**src/rtl/cpu_pkg.sv**
```systemverilog
// cpu_pkg: shared definitions for the core front end.
//   - PcSrc encodings as produced by PC_Control.
//   - Default widths and reset PC for the fetch path.
//   - Fetch sequencer state encoding.
package cpu_pkg;

  localparam int unsigned PC_W_DEFAULT    = 32;
  localparam int unsigned INSTR_W_DEFAULT = 32;
  localparam logic [PC_W_DEFAULT-1:0] RESET_PC_DEFAULT = '0;

  typedef enum logic [1:0] {
    PCSRC_HOLD   = 2'b00,
    PCSRC_BRANCH = 2'b01,
    PCSRC_JUMP   = 2'b10,
    PCSRC_SEQ    = 2'b11
  } pc_src_e;

  typedef enum logic [1:0] {
    BOOT   = 2'b00,
    FETCH  = 2'b01,
    DECODE = 2'b10,
    HALT   = 2'b11
  } fetch_state_e;

endpackage

```
**src/rtl/next_pc_mux.sv**
```systemverilog
// next_pc_mux: combinational next-PC select.
//   pc_src        : PcSrc code (hold / branch / jump / sequential)
//   pc            : current PC
//   pc_plus1      : current PC + 1 (wrapping)
//   branch_target : BEQ target
//   jump_target   : J/JAL target
//   next_pc       : selected next PC
module next_pc_mux
  import cpu_pkg::*;
#(
  parameter int unsigned PC_W = PC_W_DEFAULT
) (
  input  logic [1:0]      pc_src,
  input  logic [PC_W-1:0] pc,
  input  logic [PC_W-1:0] pc_plus1,
  input  logic [PC_W-1:0] branch_target,
  input  logic [PC_W-1:0] jump_target,
  output logic [PC_W-1:0] next_pc
);

  always_comb begin
    next_pc = pc;
    case (pc_src_e'(pc_src))
      PCSRC_SEQ:    next_pc = pc_plus1;
      PCSRC_BRANCH: next_pc = branch_target;
      PCSRC_JUMP:   next_pc = jump_target;
      default:      next_pc = pc;
    endcase
  end

endmodule

```
**src/rtl/fetch_sequencer.sv**
```systemverilog
// fetch_sequencer: PC register and request/acknowledge instruction fetch.
//   clk, rst_n          : clock, async active-low reset
//   pc_src, next_valid  : PcSrc decision and its strobe (honoured in DECODE)
//   branch_target       : BEQ target
//   jump_target         : J/JAL target
//   imem_req/addr       : fetch request, address = pc
//   imem_ack/rdata      : memory response (honoured in FETCH)
//   instr, instr_valid  : registered instruction for decode
//   pc, pc_plus1        : current PC and its wrapping increment
//   halted              : sticky stop, cleared only by reset
//   fetch_count         : accepted next_valid strobes (wraps at 2^32)
module fetch_sequencer
  import cpu_pkg::*;
#(
  parameter int unsigned      PC_W     = PC_W_DEFAULT,
  parameter int unsigned      INSTR_W  = INSTR_W_DEFAULT,
  parameter logic [PC_W-1:0]  RESET_PC = '0
) (
  input  logic               clk,
  input  logic               rst_n,
  input  logic [1:0]         pc_src,
  input  logic               next_valid,
  input  logic [PC_W-1:0]    branch_target,
  input  logic [PC_W-1:0]    jump_target,
  output logic               imem_req,
  output logic [PC_W-1:0]    imem_addr,
  input  logic               imem_ack,
  input  logic [INSTR_W-1:0] imem_rdata,
  output logic [INSTR_W-1:0] instr,
  output logic               instr_valid,
  output logic [PC_W-1:0]    pc,
  output logic [PC_W-1:0]    pc_plus1,
  output logic               halted,
  output logic [31:0]        fetch_count
);

  fetch_state_e       state_q, state_d;
  logic [PC_W-1:0]    pc_q, pc_d;
  logic [INSTR_W-1:0] instr_q, instr_d;
  logic               instr_valid_q, instr_valid_d;
  logic               halted_q, halted_d;
  logic [31:0]        fetch_count_q, fetch_count_d;
  logic [PC_W-1:0]    next_pc;

  assign pc_plus1 = pc_q + PC_W'(1);

  next_pc_mux #(
    .PC_W (PC_W)
  ) u_next_pc_mux (
    .pc_src        (pc_src),
    .pc            (pc_q),
    .pc_plus1      (pc_plus1),
    .branch_target (branch_target),
    .jump_target   (jump_target),
    .next_pc       (next_pc)
  );

  always_comb begin
    state_d       = state_q;
    pc_d          = pc_q;
    instr_d       = instr_q;
    instr_valid_d = instr_valid_q;
    halted_d      = halted_q;
    fetch_count_d = fetch_count_q;
    case (state_q)
      BOOT: state_d = FETCH;
      FETCH: begin
        if (imem_ack) begin
          instr_d       = imem_rdata;
          instr_valid_d = 1'b1;
          state_d       = DECODE;
        end
      end
      DECODE: begin
        if (next_valid) begin
          fetch_count_d = fetch_count_q + 32'd1;
          instr_valid_d = 1'b0;
          pc_d          = next_pc;
          if (pc_src_e'(pc_src) == PCSRC_HOLD) begin
            halted_d = 1'b1;
            state_d  = HALT;
          end else begin
            state_d  = FETCH;
          end
        end
      end
      HALT: begin
        instr_valid_d = 1'b0;
        halted_d      = 1'b1;
      end
      default: state_d = BOOT;
    endcase
  end

  always_ff @(posedge clk or negedge rst_n) begin
    if (!rst_n) begin
      state_q       <= BOOT;
      pc_q          <= RESET_PC;
      instr_q       <= '0;
      instr_valid_q <= 1'b0;
      halted_q      <= 1'b0;
      fetch_count_q <= '0;
    end else begin
      state_q       <= state_d;
      pc_q          <= pc_d;
      instr_q       <= instr_d;
      instr_valid_q <= instr_valid_d;
      halted_q      <= halted_d;
      fetch_count_q <= fetch_count_d;
    end
  end

  // Request decoded from the state register so reset drops it immediately.
  assign imem_req    = (state_q == FETCH);
  assign imem_addr   = pc_q;
  assign pc          = pc_q;
  assign instr       = instr_q;
  assign instr_valid = instr_valid_q;
  assign halted      = halted_q;
  assign fetch_count = fetch_count_q;

endmodule

```
**config.mk**
```make
export PLATFORM = sky130hd
export DESIGN_NAME = fetch_sequencer
export DESIGN_NICKNAME = d
export VERILOG_FILES = /design/src/rtl/cpu_pkg.sv /design/src/rtl/next_pc_mux.sv /design/src/rtl/fetch_sequencer.sv
export SDC_FILE = /design/constraint.sdc
export NUM_CORES = 1
export LEC_CHECK = 0
export CAP_MARGIN = 40
export CORE_MARGIN = 3
export CORE_UTILIZATION = 43
export DETAILED_ROUTE_END_ITERATION = 7
export GPL_TIMING_DRIVEN = 0
export PLACE_DENSITY = 0.8
export SYNTH_ARGS = -nofsm -noshare
export SYNTH_HDL_FRONTEND = slang
export SYNTH_SLANG_ARGS = --single-unit
```
**constraint.sdc**
```tcl
create_clock -name clk -period 2.53 [get_ports clk]
set_clock_uncertainty 0.1 [all_clocks]
set_input_delay 0.3795 -clock clk [delete_from_list [all_inputs] [get_ports clk]]
set_output_delay 0.3795 -clock clk [all_outputs]
set_load 0.05 [all_outputs]
```
---- Yosys cells after proc, flatten, opt, wreduce, memory -nomap -nowiden ----
Cells that the tools add are included.
operators by class
  reductions and logical operators ........ 12
  $add $sub $neg .......................... 2
  shift operators ......................... 0
  mux-type cells .......................... 11
  div/mod/pow operators ................... 0
  bitwise operators ....................... 0
  equal/unequal tests ..................... 9
  magnitude comparators ................... 0
  multipliers ............................. 0
operators by type and width
  kind                                                   count
  case mux 32 bit (3 select lines)                       1
  adder 32 x 1 -> 32 bit, second input constant          2
  AND reduction 3 bit                                    4
  nonzero test 3 bit                                     3
  == test 2 bit, second input constant                   4
  two-way mux 2 bit                                      3
  case mux 2 bit (3 select lines)                        1
  == test 2 x 1 -> 1 bit, second input constant          2
  zero test 2 bit                                        2
  two-way mux 1 bit                                      4
  inequality test 2 bit, second input constant           2
  AND reduction 2 bit                                    2
  case mux 1 bit (3 select lines)                        1
  inequality test 2 x 1 -> 1 bit, second input constant  1
  case mux 1 bit (2 select lines)                        1
  nonzero test 2 bit                                     1
storage, ports and cells
  memories ................................ 0
  bits in latches ......................... 0
  register bits after elaboration ......... 100
  input bits .............................. 102
  bits in read-only memories .............. 0
  RAM bits ................................ 0
  word-level logic and storage cells ...... 40
  output and inout port bits .............. 163

---- Depth between registers and ports, before layout ----
  depth in word-level cells ............... 4
  depth in mapped cells ................... 9
  depth with buffers taken out ............ 7

---- Modules after synthesis ----
Synthesis repeated with hierarchy kept, for this count alone.
unflattened totals
  cells, all modules ...................... 461
  area total of the unflattened synthesis .. 5778.0 um^2
by module, submodules not included
  module           instances  sequential area each (um^2)  cells an instance  area each (um^2)
  fetch_sequencer  1          2502.4                       422                4963.5
  next_pc_mux      1          0.0                          39                 814.5

---- Worst setup path before layout ----
No wires, ideal clock.
  kind .................................... flip-flop to output port
  start ................................... register pc_q[16] (netlist: imem_addr[16])
  end ..................................... output port pc_plus1[29]
  data required time ...................... 2.051 ns
  buffers on the path ..................... 1
  arrival time ............................ 2.629 ns
  setup slack ............................. -0.578 ns
  cell stages (with the launch flop) ...... 7
  path through ............................ dfrtp_1 -> clkbuf_2 -> nand4_4 -> nor4b_4 -> nand4_2 -> nor2_1 -> xor2_1
between the ends
  cells in the longest elaborated chain, start to end .. 1
ends and longest elaborated chain
  element                   line                    RTL
  start: declaration        fetch_sequencer.sv:38   logic [PC_W-1:0] pc_q, pc_d;
  start signal: assignment  fetch_sequencer.sv:105  pc_q <= pc_d;
  adder 32 x 1 -> 32 bit    fetch_sequencer.sv:45   assign pc_plus1 = pc_q + PC_W'(1);
  end: declaration          fetch_sequencer.sv:32   output logic [PC_W-1:0] pc_plus1,
Every way passes these cells.

---- Worst setup path in the final report ----
  start ................................... register pc_q[4] (netlist: imem_addr[4])
  end ..................................... output port pc_plus1[24]
The elaborated chain is that of the path after synthesis.

==> reports/metrics.cfg <==
[power_and_ir_drop]
ir_drop_uv=1070
power_density_relative_to_cell_area_nw_per_um2=1180
power.total_uw=12000
leakage_uw=0.00445

[worst_setup_path]
worst_path_most_repeated_cell=sky130_fd_sc_hd__buf_6
crit_chain=nand4_4 > buf_6 > nor2_4 > nand4_1 > buf_6 > xnor2_4 > buf_6
critical_path_depth=7
worst-path-buf-inv=3
r2r.worst_path.cells=7
type_of_destination_of_the_critical_path=primary output
critical_path.top_delay_family=simple AND/OR/NAND/NOR gates
critical_path_arrival_ns=2.19
timing_worst_setup_path_type=register to primary output
path_max_fanout=7
cpMaxStageDelayCell=sky130_fd_sc_hd__dfrtp_2
critPathLaunchType=register
critPathRequiredTime_ns=2.05
crit_path_max_incr_delay_ns=0.43

[synthesis]
yosys.area_share.simple=0.171
async_reset_ff_frac=1.00
ys_seq_elements=100
muxShareOfSynthArea=0.0768
synthTopCellsByArea=sky130_fd_sc_hd__dfrtp_1, sky130_fd_sc_hd__xnor2_1, sky130_fd_sc_hd__mux2_2, sky130_fd_sc_hd__buf_4, sky130_fd_sc_hd__a21oi_1
yosysMostFrequentCell=sky130_fd_sc_hd__dfrtp_1
yosys_warnings=0
post_synth_instance_area_sq_um=5880
synth_top_family_by_area=simple AND/OR/NAND/NOR gates
synth.net_count=691
synth_top_cell_by_area=sky130_fd_sc_hd__dfrtp_1
synth_adder_area_share=0.0213
post_synth.cell_area_avg_sq_um=10.2
synth.distinct_cells=55
ys.flop_type=sky130_fd_sc_hd__dfrtp_1
synth-compound-area-share=0.140
synth_top_cell_area_share=0.425
synth_commonest_cells=sky130_fd_sc_hd__dfrtp_1, sky130_fd_sc_hd__xnor2_1, sky130_fd_sc_hd__nand2_1
post_synth_xor_area_fraction=0.0908
synth-edff-count=0
synth.yosys.seq_area_share=0.425
syn_inst=579

[routing]
drtAntennaViolNets=0
drt_pre_antenna_iters=7
drt-total-wl_microns=21900
drt_drc_violations_left=0
drt_initial_violations=519
via_per_inst=5.56
wire_per_inst_microns=19.9
vias=6148

[place]
gp_congestion=0.874
dpl.cell_count=1020
dp_hpwl_microns=15400
buffer_ports.inserted=264

[finish]
n_fill_cell=892
num_antenna_cells=0
finalNetCount=1036
fin_cells=1105
area.growth.synth_to_final_pct=73.2
layout-drive-gt1-share=0.299

[timing]
postLayoutSetupSlackWorst_ns=-0.136
timing_worst_slew_pin_value_ns=0.636
timing.final.crit_period_ns=2.67
finalHoldViolations=0
timing.final.crit_share=1.05
finalMaxSlewViolations=0
max_freq_mhz=375
setup_violations=13
slew_headroom=0.576
rsz0062_at_grt=yes

[clocking]
sinks_on_clock_net=100
max-clock-path-buffers=2
tritoncts_clock_tree=yes
cts_inserted_buffers=9
worst_skew_late_latency_ns=0.35
clock_tree.htree_level_count=3
cts-root-buf=sky130_fd_sc_hd__clkbuf_16
clkTransAtPathRegs_ns=0.08

[flow_run]
max_cap_violations=0

[grt]
grt_pass1_wl_microns=32300
globalRouteTotalUtil=0.276
global_route.overflow_total=0
grt_max_degree=65
grt_antenna_before_repair=0
grt_pass1_vias=6056

[die]
dieWidth_microns=123
core_sq_um=13300
die_outline_height_microns=123
design.die.area_sq_um=15100
std_cell_rows=42
initial_utilization=0.442
pin_count=265

[worst_hold_path]
worstHoldPathCells=1
hold_class=register to register

[run_status]
outcome=finished, violations left
failing_checks=negative setup slack

area by class of cell:
class / count / area [sq um] / share of cell area
multi-input cells: 404 / 3410 / 0.334
repair buffers: 339 / 3260 / 0.320
flip-flops and latches: 100 / 2530 / 0.249
plain buffers: 58 / 375 / 0.0368
clock buffers: 10 / 229 / 0.0225
well taps: 176 / 220 / 0.0216
clock inverters: 6 / 119 / 0.0117
inverters: 12 / 45.0 / 0.00442
power by group:
part           total (uW)  leakage, uW  internal [uW]  switching (uW)
logic                7730      0.00304           2860            4870
clock network        1620     0.000170            982             639
registers            2680      0.00124           2140             538
total               12000      0.00445           5980            6040
per-stage QoR:
step / utilization / instance area (sq um) / TNS, ns / worst slack [ns] / hold slack, ns
floorplan: - / 6200 / -0.377 / -0.204 / -0.0161
global placement: 0.682 / 9060 / -298.44 / -3.13 / 0.363
detailed placement: 0.684 / 9090 / -16.61 / -0.815 / 0.292
CTS: 0.738 / 9820 / -1.04 / -0.158 / 0.391
global route: 0.767 / 10200 / -2.12 / -0.208 / 0.402
finish: 0.767 / 10200 / -0.834 / -0.136 / 0.388
final timing paths:
check                                                    to  slack (ns)                     start
worst max-delay path                           pc_plus1[24]       -0.14  imem_addr[4]$_DFFE_PN0P_
worst min-delay path                     halted$_DFFE_PN0P_        0.39        halted$_DFFE_PN0P_
worst max register to register  fetch_count[20]$_DFFE_PN0P_        0.21    state_q[0]$_DFFE_PN0P_
worst min register to register           halted$_DFFE_PN0P_        0.39        halted$_DFFE_PN0P_
max in group asynchronous          imem_addr[3]$_DFFE_PN0P_        1.15                     rst_n
min in group asynchronous       fetch_count[19]$_DFFE_PN0P_        0.47                     rst_n
per-layer routing:
layer	wire (microns)	up-vias	share of wire	GRT usage
met5	0	-	0	0
met1	8550	3055	0.39	0.348
li1	-	2738	-	-
met4	489	0	0.022	0.0907
met3	1540	47	0.070	0.0640
met2	11400	308	0.52	0.469
cells in the final DEF (no fill, tap or decap), drive strengths merged, types with 15 or more instances in the layout:
| cell | n |
|---|---|
| a21oi | 38 |
| nand3 | 30 |
| buf | 137 |
| nand4 | 24 |
| clkbuf | 31 |
| nor2 | 32 |
| nand2 | 41 |
| clkdlybuf4s50 | 233 |
| dfrtp | 100 |
| xnor2 | 46 |
| mux2 | 33 |
| o21ai | 26 |
| xor2 | 15 |
sequential cells by signal, summed over array words and instances (netlist names):
register and flops:
instr 32, imem_addr 32, instr_valid 1, fetch_count 32
state_q 2, halted 1
cell families (layout without fill, tap and decap cells):
logic type,count (synthesis),count (layout)
muxes,41,41
and+or+nand+nor,166,166
AOI/OAI and AO/OA,126,126
adders and majority gates,10,10
DFF,100,100
xor gates and xnor gates,61,61
buffers and inverters,75,425
timing repair:
| action | 4_1_cts | 5_1_grt |
|---|---|---|
| buffers inserted | 40 | 33 |
| hold buffers | 1 | 0 |
| setup endpoints to repair | 31 | 52 |
| resized for setup | 172 | 53 |
| pin swaps | 14 | 19 |
| hold endpoints to repair | 36 | 0 |
Note: power is estimated with default switching activity, not from simulation.
